### config.mk
export PLATFORM = sky130hd
export DESIGN_NAME = btn_conditioner_flat
export DESIGN_NICKNAME = d
export VERILOG_FILES = /design/src/rtl/btn_conditioner_if.sv /design/src/rtl/btn_conditioner.sv /design/src/flat_wrapper.sv
export SDC_FILE = /design/constraint.sdc
export NUM_CORES = 1
export LEC_CHECK = 0
export BUFFER_PORTS_ARGS = -buffer_cell sky130_fd_sc_hd__buf_2
export CORE_MARGIN = 1
export CORE_UTILIZATION = 35
export CTS_CLUSTER_DIAMETER = 30
export CTS_CLUSTER_SIZE = 30
export DETAILED_ROUTE_END_ITERATION = 7
export GPL_TIMING_DRIVEN = 0
export PLACE_DENSITY = 0.48
export SYNTH_ARGS = -nofsm -noshare
export SYNTH_HDL_FRONTEND = slang
export SYNTH_SLANG_ARGS = --single-unit
### constraint.sdc
create_clock -name clk -period 2.44 [get_ports clk]
set_input_delay 0.244 -clock clk [delete_from_list [all_inputs] [get_ports clk]]
set_output_delay 0.244 -clock clk [all_outputs]
set_load 0.005 [all_outputs]
### src/rtl/btn_conditioner_if.sv
// Push-button conditioner bus.
//   btn_raw    : raw active-low buttons, driven by the board side (master)
//   btn_evt    : active-low one-cycle press events, 4'b1111 = no event
//   btn_stable : debounced active-low button levels
//   any_held   : high while any debounced button is pressed
//   sec_tick   : one-cycle pulse per second (0 unless SEC_TICK_EN is built in)
// The master modport belongs to whoever drives the buttons.
// The slave modport belongs to the conditioner.
interface btn_conditioner_if;
  logic [3:0] btn_raw;
  logic [3:0] btn_evt;
  logic [3:0] btn_stable;
  logic       any_held;
  logic       sec_tick;

  modport master (
    output btn_raw,
    input  btn_evt, btn_stable, any_held, sec_tick
  );

  modport slave (
    input  btn_raw,
    output btn_evt, btn_stable, any_held, sec_tick
  );
endinterface

### src/rtl/btn_conditioner.sv
// Four-button debouncer and press-event generator.
// Each raw button is first synchronized through two flops.
// It is then debounced by its own RELEASED / PRESS_WAIT / PRESSED /
// RELEASE_WAIT state machine. The new level must stay steady for
// DB_CYCLES = CLK_HZ/1000*DEBOUNCE_MS cycles before it is accepted.
// Ports:
//   clk    : rising-edge clock
//   rst    : synchronous active-high reset
//   btn_if : btn_conditioner_if.slave
//            (btn_raw in; btn_evt, btn_stable, any_held, sec_tick out)
// Build option: define SEC_TICK_EN to add a free-running second counter
// that pulses sec_tick. Without it, sec_tick is tied to 0.
module btn_conditioner #(
  parameter int CLK_HZ      = 50_000_000,
  parameter int DEBOUNCE_MS = 10
) (
  input  logic             clk,
  input  logic             rst,
  btn_conditioner_if.slave btn_if
);

  localparam int               DB_CYCLES = CLK_HZ / 1000 * DEBOUNCE_MS;
  localparam int               CNT_W     = $clog2(DB_CYCLES + 1);
  localparam logic [CNT_W-1:0] DB_CNT    = CNT_W'(DB_CYCLES);

  typedef enum logic [1:0] {
    ST_RELEASED,
    ST_PRESS_WAIT,
    ST_PRESSED,
    ST_RELEASE_WAIT
  } state_t;

  logic [3:0]       r_sync_p0;
  logic [3:0]       r_sync_p1;
  state_t           r_state     [4];
  state_t           w_state_nxt [4];
  logic [CNT_W-1:0] r_cnt       [4];
  logic [CNT_W-1:0] w_cnt_nxt   [4];
  logic [3:0]       w_press;
  logic [3:0]       w_stable_nxt;
  logic [3:0]       r_evt;
  logic [3:0]       r_stable;
  logic             r_any_held;

  // The counter holds at DB_CNT rather than wrapping, whatever the state.
  function automatic logic [CNT_W-1:0] sat_inc(input logic [CNT_W-1:0] v);
    return (v >= DB_CNT) ? DB_CNT : v + CNT_W'(1);
  endfunction

  // ---- stage p0/p1: two-flop synchronizer; it resets to "released" ----
  always_ff @(posedge clk) begin
    if (rst) begin
      r_sync_p0 <= 4'hF;
      r_sync_p1 <= 4'hF;
    end else begin
      r_sync_p0 <= btn_if.btn_raw;
      r_sync_p1 <= r_sync_p0;
    end
  end

  // ---- debounce state machines: state register ----
  always_ff @(posedge clk) begin
    if (rst) begin
      for (int i = 0; i < 4; i++) begin
        r_state[i] <= ST_RELEASED;
        r_cnt[i]   <= '0;
      end
    end else begin
      for (int i = 0; i < 4; i++) begin
        r_state[i] <= w_state_nxt[i];
        r_cnt[i]   <= w_cnt_nxt[i];
      end
    end
  end

  // Next-state logic.
  // The first cycle at a new level moves the FSM into a WAIT state.
  // The counter then counts further steady cycles.
  // The transition happens on the cycle that finds the counter at DB_CNT.
  always_comb begin
    w_press      = 4'b0000;
    w_stable_nxt = 4'hF;
    for (int i = 0; i < 4; i++) begin
      w_state_nxt[i] = r_state[i];
      w_cnt_nxt[i]   = r_cnt[i];
      case (r_state[i])
        ST_RELEASED: begin
          w_cnt_nxt[i] = '0;
          if (!r_sync_p1[i]) w_state_nxt[i] = ST_PRESS_WAIT;
        end
        ST_PRESS_WAIT: begin
          if (r_sync_p1[i]) begin
            w_state_nxt[i] = ST_RELEASED;
            w_cnt_nxt[i]   = '0;
          end else if (r_cnt[i] == DB_CNT) begin
            w_state_nxt[i] = ST_PRESSED;
            w_cnt_nxt[i]   = '0;
            w_press[i]     = 1'b1;
          end else begin
            w_cnt_nxt[i] = sat_inc(r_cnt[i]);
          end
        end
        ST_PRESSED: begin
          w_cnt_nxt[i] = '0;
          if (r_sync_p1[i]) w_state_nxt[i] = ST_RELEASE_WAIT;
        end
        ST_RELEASE_WAIT: begin
          if (!r_sync_p1[i]) begin
            w_state_nxt[i] = ST_PRESSED;
            w_cnt_nxt[i]   = '0;
          end else if (r_cnt[i] == DB_CNT) begin
            w_state_nxt[i] = ST_RELEASED;
            w_cnt_nxt[i]   = '0;
          end else begin
            w_cnt_nxt[i] = sat_inc(r_cnt[i]);
          end
        end
        default: begin
          w_state_nxt[i] = ST_RELEASED;
          w_cnt_nxt[i]   = '0;
        end
      endcase
      w_stable_nxt[i] = !((w_state_nxt[i] == ST_PRESSED) ||
                          (w_state_nxt[i] == ST_RELEASE_WAIT));
    end
  end

  // ---- output registers ----
  // The outputs are registered from the next state.
  // btn_stable and any_held therefore change on the same edge as the state.
  // The press event appears in the first cycle spent in PRESSED.
  always_ff @(posedge clk) begin
    if (rst) begin
      r_evt      <= 4'hF;
      r_stable   <= 4'hF;
      r_any_held <= 1'b0;
    end else begin
      r_evt      <= ~w_press;
      r_stable   <= w_stable_nxt;
      r_any_held <= ~&w_stable_nxt;
    end
  end

  assign btn_if.btn_evt    = r_evt;
  assign btn_if.btn_stable = r_stable;
  assign btn_if.any_held   = r_any_held;

`ifdef SEC_TICK_EN
  localparam int               SEC_W    = (CLK_HZ > 1) ? $clog2(CLK_HZ) : 1;
  localparam logic [SEC_W-1:0] SEC_LAST = SEC_W'(CLK_HZ - 1);

  logic [SEC_W-1:0] r_sec_cnt;
  logic             r_sec_tick;

  // ---- second counter: counts 0..CLK_HZ-1, pulsing as it wraps ----
  always_ff @(posedge clk) begin
    if (rst) begin
      r_sec_cnt  <= '0;
      r_sec_tick <= 1'b0;
    end else begin
      r_sec_tick <= (r_sec_cnt == SEC_LAST);
      r_sec_cnt  <= (r_sec_cnt == SEC_LAST) ? '0 : r_sec_cnt + SEC_W'(1);
    end
  end

  assign btn_if.sec_tick = r_sec_tick;
`else
  assign btn_if.sec_tick = 1'b0;
`endif

endmodule
### src/flat_wrapper.sv
// flat-port wrapper written by rule: the top's interface ports become plain ports
module btn_conditioner_flat 
#(
  parameter int CLK_HZ      = 50_000_000,
  parameter int DEBOUNCE_MS = 10
)
  (clk, rst, btn_if_btn_raw, btn_if_btn_evt, btn_if_btn_stable, btn_if_any_held, btn_if_sec_tick);
  btn_conditioner_if btn_if_i ();
  input  logic clk;
  input  logic rst;
  input wire logic [$bits(btn_if_i.btn_raw)-1:0] btn_if_btn_raw;
  output wire logic [$bits(btn_if_i.btn_evt)-1:0] btn_if_btn_evt;
  output wire logic [$bits(btn_if_i.btn_stable)-1:0] btn_if_btn_stable;
  output wire logic [$bits(btn_if_i.any_held)-1:0] btn_if_any_held;
  output wire logic [$bits(btn_if_i.sec_tick)-1:0] btn_if_sec_tick;
  assign btn_if_i.btn_raw = btn_if_btn_raw;
  assign btn_if_btn_evt = btn_if_i.btn_evt;
  assign btn_if_btn_stable = btn_if_i.btn_stable;
  assign btn_if_any_held = btn_if_i.any_held;
  assign btn_if_sec_tick = btn_if_i.sec_tick;
  btn_conditioner #(.CLK_HZ(CLK_HZ), .DEBOUNCE_MS(DEBOUNCE_MS)) u_core (.clk(clk), .rst(rst), .btn_if(btn_if_i));
endmodule
### Word level (Yosys, flattened, before mapping)

Memory sizes are Yosys's and may differ from the RTL's.
Cells that the tools add are included.

| storage, ports and cells | value |
|---|---|
| register bits | 17 |
| RAM bits | 84 |
| input bits | 6 |
| output and inout port bits | 10 |
| logic and storage cells | 137 |
| memories | 2 |

| operators by class | value |
|---|---|
| add/sub/neg operators | 4 |
| order comparisons | 4 |
| equal/unequal tests | 24 |
| multiplexer cells | 71 |
| bitwise logic cells | 9 |
| reductions and logical operators | 18 |

Memory list:

| name | depth | bits a word | rd ports | clocked after memory_dff | write ports | RTL line | text |
|---|---|---|---|---|---|---|---|
| u_core.r_cnt | 4 | 19 | 4 | 0 | 4 | btn_conditioner.sv:37 | `logic [CNT_W-1:0] r_cnt [4];` |
| u_core.r_state | 4 | 2 | 4 | 0 | 4 | btn_conditioner.sv:35 | `state_t r_state [4];` |

Operator list:

| kind | number |
|---|---|
| 2-to-1 mux 19 bit | 20 |
| case mux 19 bit (3 select lines) | 4 |
| adder 19 x 1 -> 19 bit, second input constant | 4 |
| equality test 19 bit, second input constant | 4 |
| >= comparator 19 bit, second input constant | 4 |
| 2-to-1 mux 2 bit | 28 |
| equality test 2 bit, second input constant | 16 |
| case mux 2 bit (4 select lines) | 4 |
| 2-to-1 mux 1 bit | 15 |
| equality test 2 x 1 -> 1 bit, second input constant | 4 |
| zero test 2 bit | 4 |
| bitwise OR 1 bit | 8 |
| OR reduction 2 bit | 4 |
| zero test 1 bit | 5 |
| logical OR 1 bit | 4 |
| NOT 4 bit | 1 |
| AND reduction 4 bit | 1 |

### Depth between registers and ports, before layout

Gate-level depths: netlist (run 1).
An unclocked memory read counts as a cell.

| depth | value |
|---|---|
| depth in word-level cells | 10 |
| gate-level depth with buffers | 8 |
| mapped depth without buffers | 7 |

### Worst setup path after synthesis (run 1)

Ideal clock, no wire load.

| timing path | value |
|---|---|
| path type | register to register |
| start point | memory u_core.r_cnt[1][0] in the netlist's numbering |
| end point | memory u_core.r_cnt[1][9] in the netlist's numbering |
| setup time | 0.062 ns |
| arrival | 1.836 ns |
| required time | 2.378 ns |
| slack | 0.542 ns |
| cell stages (with the launch flop) | 9 |
| buffers on the path | 1 |
| period minus slack after synthesis | 1.898 ns |
| cells stage by stage | dfxtp_1 inv_1 ha_1 nor4bb_1 and3_4 a2111o_1 nand2b_4 buf_6 nor2_4 |

RTL lines:

| element | RTL line |
|---|---|
| start: declaration | btn_conditioner.sv:37 |

==> impl_metrics.env, run 1 <==
export IMPL_layout_nets=519
export IMPL_dp_slack_ns=0.358
export IMPL_min_path_type="in2reg"
export IMPL_powerDensity_nw_per_um2=617
export IMPL_syn_area_um2=4410
export IMPL_synth_most_common_cell="dfxtp_1"
export IMPL_worstSetupPathType="reg2reg"
export IMPL_path_clk_slew_ns=0.06
export IMPL_p_total_mw=3.07
export IMPL_finalHoldViolCount=0
export IMPL_grt_start_max_net_pins=16
export IMPL_syn_num_nets=495
export IMPL_diodes=0
export IMPL_clockBufferDepth=2
export IMPL_cp_max_fo=10
export IMPL_status="finished clean"
export IMPL_numCtsBuffers=9
export IMPL_finalSetupViolations=0
export IMPL_core_area_um2=12200
export IMPL_avgSynthCellArea_um2=9.18
export IMPL_routed_wl_um=8180
export IMPL_synthTopCellsByCount="dfxtp_1 (101), nor2_1 (67), xor2_1 (41), nand3_1 (30), nand2_1 (27)"
export IMPL_grt_total_usage_pct=14.4
export IMPL_grt_pass1_wl_um=14800
export IMPL_initial_core_util_pct=36.3
export IMPL_post_cts_setup_buffers=0
export IMPL_wl_per_cell_um=12.1
export IMPL_path_buf_inv=2
export IMPL_crit_required_ns=2.73
export IMPL_tritoncts="built"
export IMPL_cpMaxStageDelayCell="a2111o_1"
export IMPL_routabilityCongestion=0.753
export IMPL_synth_flop_cell="dfxtp_1"
export IMPL_ys_seq_area_share_pct=45.8
export IMPL_die_h_um=114
export IMPL_ctsHoldBuffers=0
export IMPL_worstSetupStartpoint="u_core.r_cnt[1][0]"
export IMPL_htree_levels=3
export IMPL_cp_arrival_ns=2.39
export IMPL_end_kind="register"
export IMPL_worst_slack_ns=0.331
export IMPL_register_area_um2=2020
export IMPL_ys_seq_elements=101
export IMPL_relSlewSlack_pct=57.7
export IMPL_min_delay_start="btn_if_btn_raw[1]"
export IMPL_grt_ovfl_total=0
export IMPL_synth_edff_count=0
export IMPL_fillerInstances=1260
export IMPL_syn_inst=481
export IMPL_via_count=3264
export IMPL_vias_per_cell=4.82
export IMPL_yosysTopAreaCell="dfxtp_1"
export IMPL_crit_chain="inv_1, ha_1, nor4bb_1, and3_4, a2111o_1, nand2b_4, buf_6, nor2_4"
export IMPL_vdd_drop_max_v=0.000405
export IMPL_start_kind="register"
export IMPL_area_growth_pct=12.6
export IMPL_fin_skew_ns=0.00430
export IMPL_grt_pass1_vias=3181
export IMPL_die_area_um2=13100
export IMPL_drt_iter0_markers=133
export IMPL_boundaryPins=16
export IMPL_maxCapViolCount=0
export IMPL_port_buffer_count=13
export IMPL_tightest_slew_ns=0.631
export IMPL_root_buffer="clkbuf_16"
export IMPL_slowest_delay_ns=0.54
export IMPL_fp_dieW_um=114
export IMPL_clkSinkCount=101
export IMPL_fin_crit_ns=2.11
export IMPL_drive_gt1_share_pct=12.6
export IMPL_hold_ws_ns=0.0803
export IMPL_ctsResizeCount=0
export IMPL_place_hpwl_um=5920
export IMPL_remaining_drc_errors=0
export IMPL_first_pass_iters=4
export IMPL_period_share_pct=86.4
export IMPL_cellLeakagePower_nw=1.63
export IMPL_antenna_found_initial=0
export IMPL_async_flop_share_pct=0
export IMPL_multi_input_area_um2=2270
export IMPL_maxSlewViolCount=0
export IMPL_synth_top_area_share_pct=45.8
export IMPL_ant_nets=0
export IMPL_reg2reg_from="u_core.r_cnt[1][0]"
export IMPL_clock_fmax_ghz=0.474
export IMPL_ys_warnings_count=0
export IMPL_synth_area_leaders="dfxtp_1 (46%), xor2_1 (8.1%), nor2_1 (5.7%)"
export IMPL_rsz0062_at_grt="no"
export IMPL_critPathTopFamily="simple AND/OR/NAND/NOR gates"
export IMPL_num_rows=40
export IMPL_clkLatencyLatePin_ns=0.34
export IMPL_yosysUniqueCellTypes=49
export IMPL_setup_tns_ns=0
==> where the power goes <==
group | internal [mW] | switching, mW
sequential | 1.66 | 0.00450
combinational | 0.0118 | 0.0142
clock | 0.780 | 0.600
total | 2.45 | 0.618
==> worst reg2reg max path: stages (launching register included) <==
cell and delay (ns):
dfxtp_1 0.41, inv_1 0.06, ha_1 0.20, nor4bb_1 0.14
and3_4 0.20, a2111o_1 0.54, nand2b_4 0.20, buf_6 0.19
nor2_4 0.11
==> sequential cells by signal, summed over array words and instances, names as in the netlist <==
signal	cells
u_core.r_state	8
u_core.btn_if.btn_evt	4
u_core.r_sync_p0	4
u_core.btn_if.any_held	1
u_core.r_sync_p1	4
u_core.r_cnt	76
u_core.btn_if.btn_stable	4
==> layout make-up <==
cell class              count  area share, %
repair buffers             13           1.31
plain buffers              11           1.11
well taps                 168           4.23
flip-flops and latches    101           40.7
clock inverters             6           1.11
multi-input cells         350           45.6
inverters                  19           1.44
clock buffers               9           4.53
==> cell families (layout without fill, tap and decap cells) <==
| kind of cell | Yosys count | count (layout) | synth area share (%) |
|---|---|---|---|
| simple gates | 230 | 230 | 29.2 |
| buf+inv | 30 | 58 | 2.86 |
| fa+ha+maj | 8 | 8 | 2.27 |
| other cells | 1 | 1 | 0.0850 |
| mux | 4 | 4 | 0.907 |
| xor+xnor | 65 | 65 | 12.9 |
| flops | 101 | 101 | 45.8 |
| compound gates | 42 | 42 | 6.01 |
==> routing by layer <==
metal | up-vias | GRT usage, % | share of wire, %
met5 | - | 0 | 0
met4 | 0 | 4.16 | 1.2
li1 | 1695 | - | -
met3 | 7 | 5.08 | 3.4
met1 | 1533 | 18.2 | 50
met2 | 29 | 23.1 | 46
==> cells in the final DEF, fill, tap and decap left out, types with 5 or more instances in the layout <==
cell type / n
dfxtp_1: 101
nor2_1: 67
xor2_1: 41
nand3_1: 30
nand2_1: 27
xnor2_1: 24
a21oi_1: 23
nand4_1: 20
inv_1: 19
buf_2: 15
nor3_1: 14
or2_2: 11
and4_1: 9
nor2_4: 9
and3_1: 9
clkbuf_16: 9
ha_1: 8
nor4_1: 7
clkbuf_1: 7
and2_1: 5
clkinv_2: 5
==> stage by stage <==
stage | instance area (um^2) | std cells | utilization (%)
final | 4970 | 677 | 40.9
after global routing | 4970 | 677 | 40.9
after CTS | 4970 | 677 | 40.9
after detailed placement | 4690 | 662 | 38.6
after global placement | 4690 | 662 | 38.6
after floorplan | 4410 | 481 | -
==> final timing paths <==
check,endpoint,slack (ns),cells past startpoint
setup / recovery,u_core.r_cnt[1][3],0.33,8
hold / removal,u_core.r_sync_p0[1],0.08,2
setup reg to reg,u_core.r_cnt[1][3],0.33,8
hold reg to reg,u_core.r_sync_p1[0],0.41,1
Note: power is estimated with default switching activity, not from simulation.
==> run 2, diff against run 1 <==
==> constraint.sdc (replaced) <==
create_clock -name clk -period 2.44 [get_ports clk]
set_input_delay 0.122 -clock clk [delete_from_list [all_inputs] [get_ports clk]]
set_output_delay 0.122 -clock clk [all_outputs]
set_load 0.005 [all_outputs]
==> impl_metrics.env, run 2 (synthesized netlist as in run 1, its figures left out) <==
export IMPL_switchingPower_uw=619
export IMPL_vias_per_cell=4.82
export IMPL_drt_iter0_markers=157
export IMPL_numCtsBuffers=9
export IMPL_grt_ovfl_total=0
export IMPL_highest_layer="met4"
export IMPL_maxCapViolCount=0
export IMPL_antenna_found_initial=0
export IMPL_p_int_mw=2.45
export IMPL_period_share_pct=86.2
export IMPL_p_total_mw=3.07
export IMPL_worstSetupPathType="reg2reg"
export IMPL_diodes=0
export IMPL_remaining_drc_errors=0
export IMPL_die_h_um=114
export IMPL_die_area_um2=13100
export IMPL_grt_start_max_net_pins=16
export IMPL_tightest_slew_ns=0.631
export IMPL_grt_pass1_wl_um=14800
export IMPL_routabilityCongestion=0.753
export IMPL_start_kind="register"
export IMPL_core_area_um2=12200
export IMPL_drive_gt1_share_pct=12.5
export IMPL_worst_slack_ns=0.336
export IMPL_layout_common_cells="dfxtp_1 (101), nor2_1 (67), xor2_1 (41)"
export IMPL_cp_arrival_ns=2.39
export IMPL_initial_core_util_pct=36.3
export IMPL_root_buffer="clkbuf_16"
export IMPL_clkLatencyLatePin_ns=0.34
export IMPL_cp_max_fo=10
export IMPL_relSlewSlack_pct=57.7
export IMPL_clock_fmax_ghz=0.475
export IMPL_wl_met1_um=4070
export IMPL_fp_dieW_um=114
export IMPL_path_clk_slew_ns=0.07
export IMPL_p_sw_share_pct=20.1
export IMPL_status="finished clean"
export IMPL_combPwrFrac_pct=1.0
export IMPL_setup_tns_ns=0
export IMPL_cellLeakagePower_nw=1.65
export IMPL_crit_required_ns=2.73
export IMPL_pwr_share_seq_pct=54.1
export IMPL_routed_wl_um=8220
export IMPL_port_buffer_count=13
export IMPL_end_kind="register"
export IMPL_fin_skew_ns=0.00386
export IMPL_place_hpwl_um=5920
export IMPL_clkSinkCount=101
export IMPL_grt_total_usage_pct=14.4
export IMPL_fin_crit_ns=2.10
export IMPL_top_register="u_core.r_cnt"
export IMPL_wl_met2_um=3770
export IMPL_first_pass_iters=4
export IMPL_reg_top3="u_core.r_cnt: 76 flops, u_core.r_state: 8 flops"
export IMPL_largest_reg_flops=76
export IMPL_via_count=3280
export IMPL_finalSetupViolations=0
export IMPL_powerDensity_nw_per_um2=613
export IMPL_rsz0062_at_grt="no"
export IMPL_wl_per_cell_um=12.1
export IMPL_num_rows=40
export IMPL_clockBufferDepth=2
export IMPL_maxSlewViolCount=0
export IMPL_area_growth_pct=13.5
export IMPL_ant_nets=0
export IMPL_clkPwrFrac_pct=44.9
export IMPL_min_path_type="in2reg"
export IMPL_layout_nets=523
export IMPL_grt_pass1_vias=3182
export IMPL_wl_met3_um=274
export IMPL_finalHoldViolCount=0
export IMPL_vdd_drop_max_v=0.000407
export IMPL_dp_slack_ns=0.358
export IMPL_layout_cells_most_common="dfxtp_1"
export IMPL_final_core_utilization_pct=41.2
export IMPL_tritoncts="built"
export IMPL_boundaryPins=16
export IMPL_htree_levels=3
-- run 2: worst max-delay path, stage by stage (launching register included) --
cell and delay (ns):
dfxtp_1 0.40, inv_1 0.06, ha_1 0.20, nor4bb_1 0.14, and3_4 0.19, a2111o_1 0.54
nand2b_4 0.20, buf_6 0.19, nor2_4 0.10
-- run 2: path summary, 6_finish.rpt --
path / startpoint / endpoint / slack, ns / cells past startpoint
setup / recovery: u_core.r_cnt[1][0] / u_core.r_cnt[1][3] / 0.34 / 8
hold / removal: rst / u_core.btn_if.btn_evt[0] / 0.32 / 2
setup reg to reg: u_core.r_cnt[1][0] / u_core.r_cnt[1][3] / 0.34 / 8
hold reg to reg: u_core.r_sync_p0[0] / u_core.r_sync_p1[0] / 0.41 / 1
-- run 2: routing by layer --
metal	vias to the layer above	track usage [%]
met2	26	23.2
met3	7	5.08
met5	-	0
met1	1542	18.2
li1	1705	-
met4	0	4.16
-- run 2: layout make-up --
type | instances | area, um^2
Fill cell | 1257 | 7150
Multi-Input combinational cell | 350 | 2270
Sequential cell | 101 | 2020
Clock buffer | 9 | 225
Tap cell | 168 | 210
Timing Repair Buffer | 17 | 105
Inverter | 19 | 71.3
Clock inverter | 6 | 55.1
Buffer | 11 | 55.1
-- run 2: repair_timing --
item,in CTS,in global routing
hold buffers,4,0
resized for setup,0,0
endpoints found under the setup margin,0,0
hold endpoints to repair,4,0
buffers inserted,0,0
-- run 2: power groups by stage --
stage / logic, mW / registers, mW / clock network (mW)
detailed placement: 0.0270 / 1.70 / 0
CTS: 0.0318 / 1.66 / 1.45
finish: 0.0309 / 1.66 / 1.38
global route: 0.0348 / 1.66 / 1.50
floorplan: 0.0185 / 1.70 / 0
global placement: 0.0267 / 1.70 / 0
-- run 2: per-stage QoR --
stage	hold slack, ns	area (um^2)	std cells
final	0.315	5010	681
after detailed placement	0.307	4690	662
after global placement	0.317	4690	662
after floorplan	0.226	4410	481
after CTS	0.327	5010	681
after global routing	0.367	5010	681
